### config.mk
export PLATFORM = sky130hd
export DESIGN_NAME = cart_loader
export DESIGN_NICKNAME = d
export VERILOG_FILES = /design/src/rtl/cart_loader.sv
export SDC_FILE = /design/constraint.sdc
export NUM_CORES = 1
export LEC_CHECK = 0
export ABC_CLOCK_PERIOD_IN_PS = 5600
export CAP_MARGIN = 20
export CORE_MARGIN = 5
export CORE_UTILIZATION = 30
export DETAILED_ROUTE_END_ITERATION = 6
export PLACE_DENSITY = 0.59
export SLEW_MARGIN = 20
export SYNTH_ARGS = -nofsm -noshare
export SYNTH_HDL_FRONTEND = slang
export SYNTH_SLANG_ARGS = --single-unit
export TNS_END_PERCENT = 100
### constraint.sdc
create_clock -name clk -period 5.6 [get_ports clk]
set_input_delay 0.56 -clock clk [delete_from_list [all_inputs] [get_ports clk]]
set_output_delay 0.56 -clock clk [all_outputs]
set_load 0.01 [all_outputs]
### src/rtl/cart_loader.sv
// Packs the ROM download byte stream into SDRAM words and writes them over a toggle req/ack channel.
// Latency: a word issues the cycle after its push when the channel is idle; the mask search adds at most ADDR_W cycles.
// Backpressure: none upstream. A word that meets a full buffer is dropped and overflow is set; the core stays in reset until every write retires.
module cart_loader #(
  parameter int ADDR_W        = 22,
  parameter int WORD_BYTES    = 2,
  parameter int FIFO_DEPTH    = 4,
  parameter int MIN_MASK_BITS = 14
) (
  input  logic                    clk,
  input  logic                    reset,
  input  logic                    rom_loading,
  input  logic [7:0]              rom_do,
  input  logic                    rom_do_valid,
  output logic                    mem_req,
  input  logic                    mem_ack,
  output logic [ADDR_W-1:0]       mem_addr,
  output logic [8*WORD_BYTES-1:0] mem_din,
  output logic [WORD_BYTES-1:0]   mem_be,
  output logic                    sys_reset,
  output logic [ADDR_W:0]         cart_size,
  output logic                    cart_hdr,
  output logic [ADDR_W-1:0]       cart_mask,
  output logic                    busy,
  output logic                    overflow
);

  localparam int DW     = 8 * WORD_BYTES;
  localparam int PTR_W  = $clog2(FIFO_DEPTH);
  localparam int LANE_W = (WORD_BYTES > 1) ? $clog2(WORD_BYTES) : 1;
  localparam int KW     = $clog2(ADDR_W + 1);
  localparam int K0     = (MIN_MASK_BITS > ADDR_W) ? ADDR_W : MIN_MASK_BITS;

  localparam logic [ADDR_W-1:0] ALIGN     = ~ADDR_W'(WORD_BYTES - 1);
  localparam logic [ADDR_W:0]   CNT_ONE   = (ADDR_W+1)'(1);
  localparam logic [ADDR_W:0]   HDR_BYTES = (ADDR_W+1)'(512);
  localparam logic [PTR_W:0]    PTR_ONE   = (PTR_W+1)'(1);
  localparam logic [PTR_W:0]    PTR_FULL  = (PTR_W+1)'(FIFO_DEPTH);

  typedef enum logic [2:0] {IDLE, LOAD, FLUSH, DRAIN, MASK, DONE} state_t;

  typedef struct packed {
    logic [ADDR_W-1:0]     addr;
    logic [DW-1:0]         dat;
    logic [WORD_BYTES-1:0] be;
  } word_t;

  state_t                state_q, state_d;
  logic                  rom_loading_q, rom_loading_d;
  logic [ADDR_W:0]       count_q, count_d;
  logic [DW-1:0]         pack_q, pack_d;
  logic [WORD_BYTES-1:0] fill_q, fill_d;
  logic [PTR_W:0]        wr_ptr_q, wr_ptr_d;
  logic [PTR_W:0]        rd_ptr_q, rd_ptr_d;
  logic                  mem_req_q, mem_req_d;
  logic [ADDR_W-1:0]     mem_addr_q, mem_addr_d;
  logic [DW-1:0]         mem_din_q, mem_din_d;
  logic [WORD_BYTES-1:0] mem_be_q, mem_be_d;
  logic                  sys_reset_q, sys_reset_d;
  logic [ADDR_W:0]       cart_size_q, cart_size_d;
  logic                  cart_hdr_q, cart_hdr_d;
  logic [ADDR_W-1:0]     cart_mask_q, cart_mask_d;
  logic                  overflow_q, overflow_d;
  logic [KW-1:0]         k_q, k_d;

  word_t                 fifo_mem_q [FIFO_DEPTH];
  word_t                 head;
  word_t                 push_word;
  logic                  push;
  logic                  pop;
  logic                  rise;
  logic                  fall;
  logic                  req_idle;
  logic                  fifo_empty;
  logic                  fifo_full;
  logic                  can_push;
  logic [PTR_W:0]        fifo_cnt;
  logic [ADDR_W:0]       pow;
  logic [ADDR_W:0]       eff;
  int                    lane;

  assign head       = fifo_mem_q[rd_ptr_q[PTR_W-1:0]];
  assign fifo_cnt   = wr_ptr_q - rd_ptr_q;
  assign fifo_empty = (wr_ptr_q == rd_ptr_q);
  assign fifo_full  = (fifo_cnt == PTR_FULL);
  assign req_idle   = (mem_ack == mem_req_q);
  assign rise       = rom_loading && !rom_loading_q;
  assign fall       = !rom_loading && rom_loading_q;

  // Next-state, byte packing, buffer push/pop and request issue.
  always_comb begin
    state_d       = state_q;
    rom_loading_d = rom_loading;
    count_d       = count_q;
    pack_d        = pack_q;
    fill_d        = fill_q;
    wr_ptr_d      = wr_ptr_q;
    rd_ptr_d      = rd_ptr_q;
    mem_req_d     = mem_req_q;
    mem_addr_d    = mem_addr_q;
    mem_din_d     = mem_din_q;
    mem_be_d      = mem_be_q;
    sys_reset_d   = sys_reset_q;
    cart_size_d   = cart_size_q;
    cart_hdr_d    = cart_hdr_q;
    cart_mask_d   = cart_mask_q;
    overflow_d    = overflow_q;
    k_d           = k_q;
    push          = 1'b0;
    push_word     = '0;
    pop           = 1'b0;
    lane          = 0;
    pow           = CNT_ONE << k_q;
    eff           = cart_size_q - (cart_hdr_q ? HDR_BYTES : '0);

    // A new download discards buffered words, so nothing pops on that cycle.
    if (!fifo_empty && req_idle && !rise) begin
      pop        = 1'b1;
      mem_req_d  = ~mem_req_q;
      mem_addr_d = head.addr;
      mem_din_d  = head.dat;
      mem_be_d   = head.be;
      rd_ptr_d   = rd_ptr_q + PTR_ONE;
    end
    // Popping frees a slot for a push in the same cycle.
    can_push = !fifo_full || pop;

    if (rise) begin
      state_d     = LOAD;
      count_d     = '0;
      pack_d      = '0;
      fill_d      = '0;
      overflow_d  = 1'b0;
      wr_ptr_d    = rd_ptr_q;
      sys_reset_d = 1'b1;
      cart_size_d = '0;
      cart_hdr_d  = 1'b0;
      cart_mask_d = '0;
    end else begin
      unique case (state_q)
        LOAD: begin
          if (fall) begin
            state_d = FLUSH;
          end else if (rom_do_valid) begin
            if (count_q[ADDR_W]) begin
              overflow_d = 1'b1;
            end else begin
              lane = (WORD_BYTES == 1) ? 0 : int'(count_q[LANE_W-1:0]);
              pack_d[8*lane +: 8] = rom_do;
              fill_d[lane]        = 1'b1;
              count_d             = count_q + CNT_ONE;
              if (lane == WORD_BYTES - 1) begin
                push_word.addr = count_q[ADDR_W-1:0] & ALIGN;
                push_word.dat  = pack_d;
                push_word.be   = '1;
                pack_d         = '0;
                fill_d         = '0;
                if (can_push) push = 1'b1;
                else          overflow_d = 1'b1;
              end
            end
          end
        end
        FLUSH: begin
          if (fill_q == '0) begin
            state_d = DRAIN;
          end else if (can_push) begin
            push           = 1'b1;
            push_word.addr = count_q[ADDR_W-1:0] & ALIGN;
            push_word.dat  = pack_q;
            push_word.be   = fill_q;
            pack_d         = '0;
            fill_d         = '0;
            state_d        = DRAIN;
          end
        end
        DRAIN: begin
          if (fifo_empty && req_idle) begin
            cart_size_d = count_q;
            cart_hdr_d  = (count_q[9:0] == 10'd512);
            k_d         = KW'(K0);
            state_d     = MASK;
          end
        end
        MASK: begin
          if ((k_q >= KW'(ADDR_W)) || (pow >= eff)) begin
            cart_mask_d = ADDR_W'(pow - CNT_ONE);
            state_d     = DONE;
          end else begin
            k_d = k_q + KW'(1);
          end
        end
        DONE: begin
          sys_reset_d = 1'b0;
        end
        default: begin
        end
      endcase
    end

    if (push) wr_ptr_d = wr_ptr_q + PTR_ONE;
  end

  // State and output registers with synchronous reset.
  always_ff @(posedge clk) begin
    if (reset) begin
      state_q       <= IDLE;
      rom_loading_q <= 1'b0;
      count_q       <= '0;
      pack_q        <= '0;
      fill_q        <= '0;
      wr_ptr_q      <= '0;
      rd_ptr_q      <= '0;
      mem_req_q     <= 1'b0;
      mem_addr_q    <= '0;
      mem_din_q     <= '0;
      mem_be_q      <= '0;
      sys_reset_q   <= 1'b1;
      cart_size_q   <= '0;
      cart_hdr_q    <= 1'b0;
      cart_mask_q   <= '0;
      overflow_q    <= 1'b0;
      k_q           <= '0;
    end else begin
      state_q       <= state_d;
      rom_loading_q <= rom_loading_d;
      count_q       <= count_d;
      pack_q        <= pack_d;
      fill_q        <= fill_d;
      wr_ptr_q      <= wr_ptr_d;
      rd_ptr_q      <= rd_ptr_d;
      mem_req_q     <= mem_req_d;
      mem_addr_q    <= mem_addr_d;
      mem_din_q     <= mem_din_d;
      mem_be_q      <= mem_be_d;
      sys_reset_q   <= sys_reset_d;
      cart_size_q   <= cart_size_d;
      cart_hdr_q    <= cart_hdr_d;
      cart_mask_q   <= cart_mask_d;
      overflow_q    <= overflow_d;
      k_q           <= k_d;
    end
  end

  // Buffer storage; validity is tracked by the pointers alone.
  always_ff @(posedge clk) begin
    if (push) fifo_mem_q[wr_ptr_q[PTR_W-1:0]] <= push_word;
  end

  assign mem_req   = mem_req_q;
  assign mem_addr  = mem_addr_q;
  assign mem_din   = mem_din_q;
  assign mem_be    = mem_be_q;
  assign sys_reset = sys_reset_q;
  assign cart_size = cart_size_q;
  assign cart_hdr  = cart_hdr_q;
  assign cart_mask = cart_mask_q;
  assign overflow  = overflow_q;
  assign busy      = !((state_q == IDLE) || (state_q == DONE));

endmodule

## Word level (Yosys, flattened, before mapping)

Memories as Yosys holds them, arrays and structs flattened. A register that Yosys moved wholly into a read port is not among the register bits.
Index checks and enable logic that the tools add are counted.

| storage, ports and cells | value |
|---|---|
| flip-flop bits (word level) | 105 |
| latch bits | 0 |
| RAM bits | 160 |
| bits in read-only memories | 0 |
| input bits | 13 |
| output and inout port bits | 90 |
| logic and storage cells | 147 |
| memories kept | 1 |

Memories:

| memory | depth | width | rd ports | clocked after Yosys merged registers in | wr ports | RTL line | source |
|---|---|---|---|---|---|---|---|
| fifo_mem_q | 4 | 40 | 1 | 1 | 1 | 66 | `word_t fifo_mem_q [FIFO_DEPTH];` |

| operators by class | value |
|---|---|
| $add $sub $neg | 8 |
| $mul | 0 |
| divide/modulo/power cells | 0 |
| $lt $le $gt $ge | 4 |
| equal/unequal tests | 24 |
| shift-type cells | 3 |
| multiplexer cells | 53 |
| bitwise operators | 5 |
| reduce and logical (&&, ||, !) cells | 33 |

Operators with widths:

| cell | count |
|---|---|
| two-way mux 40 bit | 7 |
| two-way mux 16 bit | 6 |
| case mux 40 bit (2 select lines) | 1 |
| negation 4 -> 33 bit | 1 |
| variable shift 8 x 33 -> 16 bit (first input constant) | 1 |
| variable part select 8 x 33 -> 16 bit | 1 |
| case mux 16 bit (2 select lines) | 1 |
| adder 23 x 1 -> 23 bit (second input constant) | 1 |
| greater-or-equal comparator 23 bit | 1 |
| two-way mux 23 bit | 1 |
| left shift 1 x 5 -> 23 bit (first input constant) | 1 |
| subtractor 23 x 10 -> 23 bit | 1 |
| subtractor 22 x 1 -> 22 bit (second input constant) | 1 |
| two-way mux 3 bit | 7 |
| != test 2 bit (second input constant) | 10 |
| bitwise mux 16 bit | 1 |
| two-way mux 1 bit | 15 |
| AND reduction 5 bit | 3 |
| two-way mux 2 bit | 6 |
| != test 3 bit (second input constant) | 4 |
| case mux 3 bit (4 select lines) | 1 |
| equality test 10 bit (second input constant) | 1 |
| two-way mux 10 bit | 1 |
| two-way mux 5 bit | 2 |
| other kinds (31) | 55 |

## Logic depth before layout (Yosys ltp)

| logic depth | value |
|---|---|
| depth after elaboration | 15 |
| gate-level depth with buffers | 15 |
| mapped depth without buffers | 13 |

## Worst setup path after synthesis

No wires, ideal clock.

| timing | value |
|---|---|
| path kind | register to register |
| start | register rd_ptr_q[1] |
| end | memory fifo_mem_q[3][0] in the netlist's numbering (enable) |
| library setup time | 400 ps |
| arrival time | 2973 ps |
| required time | 5200 ps |
| setup slack | 2227 ps |
| cell stages (with the launch flop) | 11 |
| buffers on the path | 3 |
| period minus slack after synthesis | 3373 ps |
| path through | dfxtp_1 -> clkbuf_1 -> clkbuf_1 -> inv_1 -> ha_1 -> nand2_1 -> o211a_1 -> buf_4 -> o32ai_1 -> nor2_1 -> and2_1 |

| on the way | value |
|---|---|
| word-level cells in the longest chain between the ends | 15 |
| elaborated cells on any way between the ends | 19 |
| classes of those cells | 1 x add/sub; 2 x eq/ne; 11 x mux; 5 x reduce/logical |

RTL lines:

| item | RTL line | source |
|---|---|---|
| start: declaration | 54 | `logic [PTR_W:0] rd_ptr_q, rd_ptr_d;` |
| start signal: assignment | 231 | `rd_ptr_q <= rd_ptr_d;` |
| parallel branches: the longest is 5 deep, another holds subtractor 3 bit | - |  |
| logical OR 1 bit (*) | 126 | `can_push = !fifo_full \|\| pop;` |
| two-way mux 1 bit (*) | 158, 167 |  |
| two-way mux 1 bit | 152 | `if (lane == WORD_BYTES - 1) begin` |
| two-way mux 1 bit | 145 | `if (count_q[ADDR_W]) begin` |
| two-way mux 1 bit | 144 | `end else if (rom_do_valid) begin` |
| two-way mux 1 bit | 142 | `if (fall) begin` |
| case mux 1 bit (2 select lines) (*) | 140 | `unique case (state_q)` |
| two-way mux 1 bit (*) | 128 | `if (rise) begin` |
| two-way mux 1 bit (*) | 247 | `if (push) fifo_mem_q[wr_ptr_q[PTR_W-1:0]] <= push_word;` |
| two-way mux 1 bit (implied by the code) (*) | 247 |  |
| end: declaration | 66 |  |

Every way passes the cells marked *.

## Worst setup path in the final report

| timing | value |
|---|---|
| start | register cart_size_q[13], in the netlist cart_size[13] |
| end | register cart_mask_q[1], in the netlist cart_mask[1] |

| on the way | value |
|---|---|
| word-level cells in the longest chain between the ends | 4 |

RTL lines:

| item | RTL line | source |
|---|---|---|
| start: declaration | 60 | `logic [ADDR_W:0] cart_size_q, cart_size_d;` |
| start signal: assignment | 237 | `cart_size_q <= cart_size_d;` |
| subtractor 23 x 10 -> 23 bit | 114 | `eff = cart_size_q - (cart_hdr_q ? HDR_BYTES : '0);` |
| greater-or-equal comparator 23 bit | 186 | `if ((k_q >= KW'(ADDR_W)) \|\| (pow >= eff)) begin` |
| logical OR 1 bit | 186 |  |
| AND reduction 2 bit (no line) | - |  |
| end signal: assignment | 239 | `cart_mask_q <= cart_mask_d;` |
| end: declaration | 62 | `logic [ADDR_W-1:0] cart_mask_q, cart_mask_d;` |

Every way passes these cells.
A chain may end at the register's enable or synchronous reset.

==> out/qor.yml <==
sw_frac_of_total_pct: 21.79
cts_resized: 0
synth_area_per_cell_sq_um: 11.32
p_leak_nw: 5.353
syn_area_sq_um: 13190
crit_path_start_kind: "flip-flop"
finalPower_mw: 4.508
cts_hold_buffers: 0
port_buffers: 101
antenna_left: 0
path_class: "flip-flop to flip-flop"
dieArea_sq_um: 48260
path_clk_slew_ns: 0.06
powerDensity_nw_per_um2: 286.5
yosysWarnings: 0
cp.arrival_ns: 4.25
skew_ns: 0.01491
cts_tree: "built"
grt_usage_pct: 13.44
fmax_ghz: 0.2611
grt_first_pass_wirelength_um: 51160
final_common_cell: "nand2_1"
clock_latency_ns: 0.53
die_h_um: 219.7
fin_crit_sh_pct: 68.39
slowest_delay_ns: 0.72
p_comb_share_pct: 3.5
max-cap-violations: 0
grt_pass1_vias: 8894
wl_per_cell_um: 17.49
synth_top_area_share_pct: 35.52
drtPass1Iterations: 5
ys_async_sr_fraction_pct: 0
antenna-diode-count: 0
grt_start_max_net_pins: 54
slew_headroom_pct: 35.25
synth_cell_type_count: 72
slew_viol_final: 0
fin_ws_ns: 1.770
dpl_worst_slack_ns: 1.811
post_cts_buffers: 0
slowest_stage: "o21ai_0"
path_max_fanout: 19
dr_total_vias: 9019
finalSetupViolations: 0
setup_tns_ns: 0
dp.cells: 1795
final_cell_mix: "nand2_1, edfxtp_1, dfxtp_1"
path_cells: "nor2_1 > nand2_1 > or3_1 > or3_1 > nor3_1 > xnor2_1 > ha_1 > nand2_1 > a2bb2oi_1 > nand2_1 > o21ai_0 > nor2_4 > a211oi_1"
pwr-share-seq_pct: 51.3
ys_ff_latch: 300
dp_hpwl_um: 22470
gp_congestion: 0.8789
p_switching_mw: 0.9824
fin_crit_ns: 3.830
drt_iter0_drc: 624
final_util_pct: 36.37
seq_area_frac_synth_pct: 57.37
wirelength_um: 32430
tightest_slew_ns: 0.9685
synth_nets: 1220
clock_tree.root_cell: "clkbuf_16"
fin_nets: 1301
post-synth-top-area-cell: "edfxtp_1"
drc: 0
dieWidth_um: 219.7
synth_ff_type: "edfxtp_1"
areaGrowthSynthToFinish_pct: 19.29
rows: 76
peakVddDrop_v: 0.0001968
worst_ep_required_time_ns: 6.02
drive_gt1_share_pct: 9.062
p_int_mw: 3.526
grt_antenna_before_repair: 0
viasPerCell: 4.865
cts_buffers: 34
path_common_cell: "nand2_1"
clock-sinks: 300
gr-total-overflow: 0
ios: 103
ctsLongestPathBuffers: 3
critPathCaptureType: "flip-flop"
finalHoldViolCount: 0
synth_area_leaders: "edfxtp_1, dfxtp_1, mux4_2, nand2_1, a21oi_1"
synth_edf_count: 156
run_status: "completed"
placedInstanceArea_sq_um: 14720
htree_num_levels: 2
core_area_sq_um: 43270
hold-worst-slack_ns: 0.4436
final_cells: 1854
initial_core_util_pct: 30.49
clkPwrFrac_pct: 45.2
design_area_sq_um: 15740
synthCells: 1165
hold_class: "flip-flop to flip-flop"
rsz0062_at_grt: "no"
## power by group through the flow
stage | logic (mW) | clock network [mW] | registers (mW)
2_1_floorplan | 0.115 | 0 | 2.35
3_3_place_gp | 0.162 | 0 | 2.36
3_5_place_dp | 0.163 | 0 | 2.36
4_1_cts | 0.163 | 2.09 | 2.31
5_1_grt | 0.176 | 2.19 | 2.31
6_report | 0.159 | 2.04 | 2.31
## synthesized netlist by cell type (19+ instances only)
cell / number
a211oi_1: 19
a21oi_1: 111
and2_1: 43
clkbuf_1: 42
dfxtp_1: 144
edfxtp_1: 156
ha_1: 42
inv_1: 31
mux4_2: 39
nand2_1: 179
nor2_1: 99
xnor2_1: 26
xor2_1: 20
## sequential cells by signal (all words and copies together), names as in the netlist, 2 cells and up
| signal | flops |
|---|---|
| fifo_mem_q | 156 |
| cart_size | 23 |
| count_q | 23 |
| cart_mask | 22 |
| mem_addr | 21 |
| mem_din | 16 |
| pack_q | 16 |
| k_q | 5 |
| rd_ptr_q | 3 |
| state_q | 3 |
| wr_ptr_q | 3 |
| fill_q | 2 |
| mem_be | 2 |
## cells by family after synthesis
group                    synth area share (%)
AND/OR/NAND/NOR                         14.49
flip-flops                              57.37
AO/OA/AOI/OAI                           10.22
buffers and inverters                   3.159
multiplexers                            7.570
XOR/XNOR                                3.178
adder cells (fa/ha/maj)                 3.984
other                                 0.02843
## worst paths after layout
path | start | cells past startpoint | slack, ns | to
worst max register to register | cart_size[13] | 13 | 1.77 | cart_mask[1]
worst min register to register | sys_reset | 2 | 0.44 | sys_reset
worst max-delay path | cart_size[13] | 13 | 1.77 | cart_mask[1]
worst min-delay path | sys_reset | 2 | 0.44 | sys_reset
## metal layers
metal | up-vias | global-route usage (%) | routed length, um
li1 | 4345 | - | -
met1 | 4402 | 19.43 | 15740
met2 | 233 | 20.74 | 14370
met3 | 39 | 2.693 | 1711
met4 | 0 | 3.474 | 607
met5 | - | 0 | 0
## cell type report
| class | instances | area, sq um |
|---|---|---|
| multi-input cells | 767 | 5209 |
| flip-flops and latches | 300 | 7570 |
| well taps | 585 | 732.0 |
| clock inverters | 16 | 105.1 |
| fillers | 4222 | 27530 |
| repair buffers | 112 | 1089 |
| clock buffers | 43 | 914.6 |
| inverters | 31 | 116.4 |
## worst max-delay path: cells and delay by family, from the launching register on
kind	cells	cell delay, ns
and+or+nand+nor	8	1.64
adders and majority gates	1	0.29
xor gates and xnor gates	1	0.16
AOI/OAI and AO/OA	3	1.26
DFF	1	0.37
Power figures use the tool's default switching activity.
